$ cat config.mk
export PLATFORM = sky130hd
export DESIGN_NAME = umtrx_tx_err_merge
export DESIGN_NICKNAME = d
export VERILOG_FILES = /design/src/rtl/umtrx_tx_err_merge.sv
export SDC_FILE = /design/constraint.sdc
export NUM_CORES = 1
export LEC_CHECK = 0
export CAP_MARGIN = 20
export CORE_MARGIN = 4
export CORE_UTILIZATION = 40
export CTS_CLUSTER_SIZE = 40
export DETAILED_ROUTE_END_ITERATION = 10
export PLACE_DENSITY = 0.73
export SLEW_MARGIN = 15
export SYNTH_ARGS = -nofsm -noshare
export SYNTH_HDL_FRONTEND = slang
export SYNTH_SLANG_ARGS = --single-unit
$ cat constraint.sdc
create_clock -name sys_clk -period 2.65 [get_ports sys_clk]
set_clock_uncertainty 0.2 [all_clocks]
set_input_delay 0.53 -clock sys_clk [delete_from_list [all_inputs] [get_ports sys_clk]]
set_output_delay 0.53 -clock sys_clk [all_outputs]
set_load 0.03 [all_outputs]
$ cat src/rtl/umtrx_tx_err_merge.sv
// UmTRX TX error/ACK stream merge.
// Round-robin packet arbiter joining the 36-bit error streams of two TX chains into one
// registered output stream. Packets are forwarded whole and never interleaved. Each input
// has a wrap-around packet counter, and a sticky flag records a packet whose first word
// did not carry SOF.
//
// Word format: [31:0] payload, [32] SOF, [33] EOF, [35:34] occupancy. Words pass through
// unmodified.

module umtrx_tx_err_merge #(
   parameter int unsigned CNT_WIDTH = 16
) (
   input  logic                 sys_clk,
   input  logic                 sys_rst,
   input  logic                 clear,

   input  logic [35:0]          in0_data,
   input  logic                 in0_valid,
   output logic                 in0_ready,

   input  logic [35:0]          in1_data,
   input  logic                 in1_valid,
   output logic                 in1_ready,

   output logic [35:0]          out_data,
   output logic                 out_valid,
   input  logic                 out_ready,

   output logic [CNT_WIDTH-1:0] pkt_cnt0,
   output logic [CNT_WIDTH-1:0] pkt_cnt1,
   output logic                 framing_err
);

   localparam logic [CNT_WIDTH-1:0] CntOne  = {{(CNT_WIDTH-1){1'b0}}, 1'b1};
   localparam logic [CNT_WIDTH-1:0] CntZero = '0;

   typedef enum logic [1:0] {
      StIdle = 2'd0,
      StPkt0 = 2'd1,
      StPkt1 = 2'd2
   } state_e;

   state_e state_q, state_d;

   // Chain that won the most recent arbitration; resets to 1 so chain 0 wins the first tie.
   logic last_q, last_d;

   // High from entry into a packet state until that packet's first word is accepted.
   logic first_q, first_d;

   logic [35:0]          out_data_q, out_data_d;
   logic                 out_valid_q, out_valid_d;
   logic [CNT_WIDTH-1:0] cnt0_q, cnt0_d;
   logic [CNT_WIDTH-1:0] cnt1_q, cnt1_d;
   logic                 ferr_q, ferr_d;

   logic        can_load;
   logic        acc0;
   logic        acc1;
   logic        acc;
   logic [35:0] acc_word;
   logic        acc_sof;
   logic        acc_eof;

   // Handshake decode: the output register can take a word when it is empty or draining.
   always_comb begin
      can_load  = ~out_valid_q | out_ready;
      in0_ready = (state_q == StPkt0) & can_load;
      in1_ready = (state_q == StPkt1) & can_load;
      acc0      = in0_valid & in0_ready;
      acc1      = in1_valid & in1_ready;
      acc       = acc0 | acc1;
      acc_word  = acc1 ? in1_data : in0_data;
      acc_sof   = acc_word[32];
      acc_eof   = acc_word[33];
   end

   // Arbitration and packet-tracking next state.
   always_comb begin
      state_d = state_q;
      last_d  = last_q;
      first_d = first_q;
      unique case (state_q)
         StIdle: begin
            // Grant costs one bubble cycle; no word moves while idle.
            if (in0_valid && !in1_valid) begin
               state_d = StPkt0;
               last_d  = 1'b0;
               first_d = 1'b1;
            end else if (in1_valid && !in0_valid) begin
               state_d = StPkt1;
               last_d  = 1'b1;
               first_d = 1'b1;
            end else if (in0_valid && in1_valid) begin
               // Tie goes to the chain that did not win last time.
               state_d = last_q ? StPkt0 : StPkt1;
               last_d  = ~last_q;
               first_d = 1'b1;
            end
         end
         StPkt0: begin
            if (acc0) begin
               first_d = 1'b0;
               if (acc_eof) state_d = StIdle;
            end
         end
         StPkt1: begin
            if (acc1) begin
               first_d = 1'b0;
               if (acc_eof) state_d = StIdle;
            end
         end
         default: begin
            state_d = StIdle;
         end
      endcase
   end

   // Output register: load on accept, drop valid once drained, otherwise hold.
   always_comb begin
      out_data_d  = out_data_q;
      out_valid_d = out_valid_q;
      if (acc) begin
         out_data_d  = acc_word;
         out_valid_d = 1'b1;
      end else if (out_ready) begin
         out_valid_d = 1'b0;
      end
   end

   // Packet counters and framing flag; clear overrides a coincident update.
   always_comb begin
      cnt0_d = cnt0_q;
      cnt1_d = cnt1_q;
      ferr_d = ferr_q;
      if (acc0 && acc_eof) cnt0_d = cnt0_q + CntOne;
      if (acc1 && acc_eof) cnt1_d = cnt1_q + CntOne;
      if (acc && first_q && !acc_sof) ferr_d = 1'b1;
      if (clear) begin
         cnt0_d = CntZero;
         cnt1_d = CntZero;
         ferr_d = 1'b0;
      end
   end

   // Arbiter state; a reset mid-packet simply abandons the packet.
   always_ff @(posedge sys_clk or posedge sys_rst) begin
      if (sys_rst) begin
         state_q <= StIdle;
         last_q  <= 1'b1;
         first_q <= 1'b0;
      end else begin
         state_q <= state_d;
         last_q  <= last_d;
         first_q <= first_d;
      end
   end

   // Output word register.
   always_ff @(posedge sys_clk or posedge sys_rst) begin
      if (sys_rst) begin
         out_data_q  <= '0;
         out_valid_q <= 1'b0;
      end else begin
         out_data_q  <= out_data_d;
         out_valid_q <= out_valid_d;
      end
   end

   // Status counters and sticky error.
   always_ff @(posedge sys_clk or posedge sys_rst) begin
      if (sys_rst) begin
         cnt0_q <= CntZero;
         cnt1_q <= CntZero;
         ferr_q <= 1'b0;
      end else begin
         cnt0_q <= cnt0_d;
         cnt1_q <= cnt1_d;
         ferr_q <= ferr_d;
      end
   end

   assign out_data    = out_data_q;
   assign out_valid   = out_valid_q;
   assign pkt_cnt0    = cnt0_q;
   assign pkt_cnt1    = cnt1_q;
   assign framing_err = ferr_q;

endmodule

# == Word level (Yosys, flattened, before mapping) ==
# Cells that the tools add are included.
# op_classes
n_addsub,2
eq_ne,5
muxes,26
bitwise,8
n_reduce_logical,20
# ops
cell,count
$mux 16,4
$mux 36,1
$add 16x1->16 const B,2
$mux 2,7
$mux 1,12
$reduce_bool 2->1,4
$logic_and 1x1->1,7
$pmux 2 s3,1
$reduce_bool 3->1,2
$and 1x1->1,4
$ne 2x2->1 const B,2
$ne 4x4->1 const B,1
$reduce_and 4->1,1
$logic_not 1->1,3
$pmux 1 s3,1
$reduce_and 3->1,1
$eq 2x1->1 const B,1
$eq 2x2->1 const B,1
$logic_not 2->1,1
$not 1->1,2
$or 1x1->1,2
$reduce_and 2->1,1
# word_totals
register_bits,74
out_inout_bits,72

# == Logic depth before layout (Yosys ltp) ==
# depth
depth_word,9
ltp_mapped,8

# == Least setup slack after synthesis ==
# No wires, ideal clock.
# synth_path
path_kind,reg2reg
start,reg state_q[0]
end,reg cnt0_q[15] (netlist: pkt_cnt0[15])
arrival_ns,1.689
path_slack_ns,0.629
path_stages_with_launch,9
cell_sequence,dfrtp_1 -> inv_1 -> ha_1 -> and2_2 -> nand3_4 -> buf_2 -> a2111oi_4 -> xnor2_1 -> nor2_1
# synth_between
elab_chain_cells,6
# synth_rtl
item,line,text
from (decl),43,"state_e state_q, state_d;"
from (signal assigned),149,state_q <= StIdle;
from (signal assigned),153,state_q <= state_d;
$eq 2x2->1,69,in1_ready = (state_q == StPkt1) & can_load;
$and 1x1->1,69,
$and 1x1->1,71,acc1 = in1_valid & in1_ready;
$mux 36,73,acc_word = acc1 ? in1_data : in0_data;
$logic_and 1x1->1 *,136,if (acc0 && acc_eof) cnt0_d = cnt0_q + CntOne;
$reduce_bool 2->1 (no line) *,--,
to (signal assigned),173,cnt0_q <= CntZero;
to (signal assigned),177,cnt0_q <= cnt0_d;
to (decl),53,"logic [CNT_WIDTH-1:0] cnt0_q, cnt0_d;"
# Every way passes the cells marked *; elsewhere a longest branch is shown, timed or not.
# A chain may end at the register's enable or synchronous reset.

# == Final worst setup path ==
# layout_path
start,in out_ready
end,out in1_ready
# layout_between
elab_chain_cells,2
# layout_rtl
item,line,text
from (decl),27,"input logic out_ready,"
$or 1x1->1,67,can_load = ~out_valid_q | out_ready;
$and 1x1->1,69,
to (decl),23,"output logic in1_ready,"
# Every way passes these cells.

==> results <==
==> synth_stat cells, types with 2 or more instances <==
master     count
dfrtp_1       73
nor2_1        65
a21o_1         2
nor3_1         7
a2111oi_4      2
a2111oi_2      6
clkbuf_1      14
nor4_2         2
nand2b_1       2
nand2_1       82
o21ai_0        8
and4_1         2
mux2i_1        3
xnor2_1       23
buf_2          7
nand4_1        5
a31oi_1       36
and3_1         4
xor2_1         2
ha_1          10
nand3_1       12
a211oi_1       3
a21oi_1        9
or3_1          5
and2_1         3
inv_1         18
==> layer usage <==
metal | global-route usage, % | up-vias | share of wire (%)
met2 | 31.5 | 142 | 47
met4 | 5.74 | 0 | 1.2
met5 | 0 | - | 0
li1 | - | 1726 | -
met1 | 23.4 | 1680 | 41
met3 | 7.59 | 9 | 11
==> area by class of cell <==
class | instances | area (µm²)
fill | 799 | 3460
clock inverter | 7 | 141
inverter | 18 | 67.6
timing repair buffer | 165 | 1690
sequential | 74 | 1850
multi-input combinational | 304 | 1790
tap | 129 | 161
clock buffer | 9 | 124
==> sequential cells by signal, summed over array words and instances (netlist names) <==
name and cells:
out_valid 1, first_q 1, last_q 1, out_data 36, framing_err 1, pkt_cnt1 16, pkt_cnt0 16, state_q 2
==> worst paths after layout <==
path                       slack (ns)                       end              startpoint
setup / recovery                 0.15                 in1_ready               out_ready
hold / removal                   0.29        last_q$_DFFE_PP1P_      last_q$_DFFE_PP1P_
setup reg to reg                 0.45  pkt_cnt0[11]$_DFFE_PP0P_  state_q[0]$_DFFE_PP0P_
hold reg to reg                  0.29        last_q$_DFFE_PP1P_      last_q$_DFFE_PP1P_
max in group asynchronous        1.50        last_q$_DFFE_PP1P_                 sys_rst
min in group asynchronous        0.37  out_data[15]$_DFFE_PP0P_                 sys_rst
==> cells in the final DEF (no fill, tap or decap), types with 2 or more instances in the layout <==
cell / n
dfrtp_1: 73
a21oi_1: 9
and4_1: 2
xor2_1: 2
buf_4: 11
nand2b_1: 2
inv_1: 17
mux2i_1: 3
nand4_1: 5
nor4_2: 2
a2111oi_2: 6
a2111oi_4: 2
a21o_1: 2
bufinv_16: 4
nand2_1: 81
ha_1: 10
clkbuf_8: 9
and3_1: 4
a31oi_1: 36
a211oi_1: 3
clkdlybuf4s50_1: 147
buf_12: 7
and2_1: 3
xnor2_1: 23
nand3_1: 12
or3_1: 5
o21ai_0: 8
nor3_1: 7
nor2_1: 65
==> power by group <==
| part | switching [mW] | total [mW] | internal, mW |
|---|---|---|---|
| Clock | 0.438 | 1.16 | 0.721 |
| Combinational | 1.38 | 2.41 | 1.03 |
| Sequential | 0.189 | 1.66 | 1.47 |
| Total | 2.00 | 5.22 | 3.22 |
==> tightest hold or removal path, stage by stage (launching register included) <==
cell,delay [ns]
dfstp_2,0.37
o21ai_0,0.07
nand2_1,0.06
==> kinds of logic after synthesis <==
logic type      count (synthesis)  share of synthesized area [%]
compound gates                 71                           14.1
mux                             3                          0.787
fa+ha+maj                      10                           3.28
xor+xnor                       25                           5.74
buf+inv                        42                           4.66
simple gates                  195                           22.8
flops                          74                           48.6
==> through the flow <==
| step | power, mW | setup WS (ns) |
|---|---|---|
| 6_report | 5.22 | 0.151 |
| 5_1_grt | 5.54 | 0.0767 |
| 4_1_cts | 5.29 | 0.150 |
| 3_5_place_dp | 4.10 | -0.0277 |
| 3_3_place_gp | 4.06 | 0.0250 |
| 2_1_floorplan | 3.02 | 0.0400 |
==> PnR_summary.wiki <==
{| class="wikitable"
! Metric !! Value
|-
| Post-synthesis net count || 508
|-
| Number of buffers created by CTS || 9
|-
| Maximum fanout along the worst path || 8
|-
| Category of the worst setup path capture point || output pin
|-
| Wire length of the first global-routing pass || ~17000 µm
|-
| Async set-reset flop share out of synthesis || 100%
|-
| Required time of the worst setup path || roughly 1.9 ns
|-
| Pwr Density || between 800 and 900 nW/µm²
|-
| Drt first pass iters || 4
|-
| Standard-cell row count || 35
|-
| Cell Area, Synth || around 3800 µm²
|-
| Vias/cell || 5.04
|-
| Max-capacitance violation count || 0
|-
| Reg2reg path depth || 7
|-
| Chain of cells forming the critical path || clkdlybuf4s50_1 > nand2b_1 > and2_1 > buf_12
|-
| WP depth || 4
|-
| Number of sinks on the clock net || between 70 and 80
|-
| Count of pins over their slew limit || 0
|-
| Number of buffers on the longest clock path || 2
|-
| GR Overflow Total || 0
|-
| Most frequently used flop master after synthesis || dfrtp_1
|-
| Critical Path Start Type || primary input
|-
| Fin Setup TNS || 0 ns
|-
| Vias post-DR || between 3000 and 4000
|-
| Clk slew on worst S/H paths || 0.08 ns
|-
| Initial cell density of the core || between 40% and 50%
|-
| Post-Route Hold Slack || 0.293 ns
|-
| Placer congestion estimate || 0.757
|-
| Maximum vdd ir drop || around 0.00064 V
|-
| EDFF count, synth || 0
|-
| Post-detailed-routing wire length || around 11000 µm
|-
| Share of the core filled with cells || 62.8%
|-
| Synth warn || 0
|-
| TritonCTS clock tree || yes
|-
| Average wire length per cell after detail routing || roughly 15 µm
|-
| Final Hold Violating Endpoints || 0
|-
| Number of nets at the end of the flow || 660
|-
| Critical-path top delay cell || clkdlybuf4s50_1
|-
| Number of top-level pins || 150
|-
| # hold bufs at CTS || 0
|-
| Design area || 5830 µm²
|-
| Total cell area at the placement stage || about 5600 µm²
|-
| Number of post-CTS setup repair buffers || 0
|-
| Main area contributors after synthesis || dfrtp_1 48%, nand2_1 8.1%, nor2_1 6.4%
|-
| CTS Root Cell || clkbuf_8
|-
| Core area || just over 9000 µm²
|-
| Measured slew at the worst slew-check pin || 0.502 ns
|-
| Highest clock rate || about 0.40 GHz
|-
| Leakage power total || 2.38 nW
|-
| Unrepaired setup endpoints after global routing || false
|-
| Number of stages on the worst hold path || 2
|-
| Resized Gates After CTS || 0
|-
| Final worst path period share || a little over nine tenths
|-
| HPWL reported at the end of detailed placement || 8000 µm
|-
| Die outline height || 106 µm
|-
| Clock latency at the later pin of the worst-skew pair || 0.34 ns
|-
| Final antenna diode count || 0
|-
| CP bufs+invs || 2
|-
| Final setup violation count || 0
|-
| ANT nets after route || 0
|-
| Maximum number of pins on one net before global-route repair || 75
|-
| Initial antenna violation count || 0
|-
| H-Tree Level Count || 3
|-
| Max incr delay on CP || about 0.49 ns
|-
| Worst slew margin || 66.1%
|-
| Final routed DRC violation total || 0
|-
| Number of synthesized register bits || between 70 and 80
|-
| Result of the run || complete, no violations
|-
| Detailed router's first-iteration violation count || ~100
|-
| Share of cells above drive strength 1 || about a tenth
|-
| Placed cells || just under 700
|-
| Synth unique cells || 41
|-
| Number of standard cells in the layout, taps in and fillers out || roughly 710
|-
| Overall fraction of global-route tracks in use || between 10% and 20%
|-
| Final min period || around 2.5 ns
|-
| Path type of the worst min-delay path || flop to flop
|-
| Post-synthesis instance total || 420
|-
| Die span in x || 106 µm
|-
| Number of I/O port buffers || 149
|-
| Crit path arrival time || ~1.8 ns
|-
| Cell type contributing the most total cell area after synthesis || dfrtp_1
|-
| Type of the setup path with the least slack || primary input to output pin
|-
| Number of global-route vias before repair || ~3500
|-
| Sequential-to-total area share from yosys stat || roughly half
|-
| Die outline area || 11200 µm²
|-
| Crit path max-delay family || buffers and inverters
|-
| Layout Area Growth over Synthesis || 52.8%
|-
| Proportion of netlist area held by the largest area contributor || a little under half
|-
| Post-Synthesis Mean Instance Area || about 9.1 µm²
|}
Power figures use the tool's default switching activity.
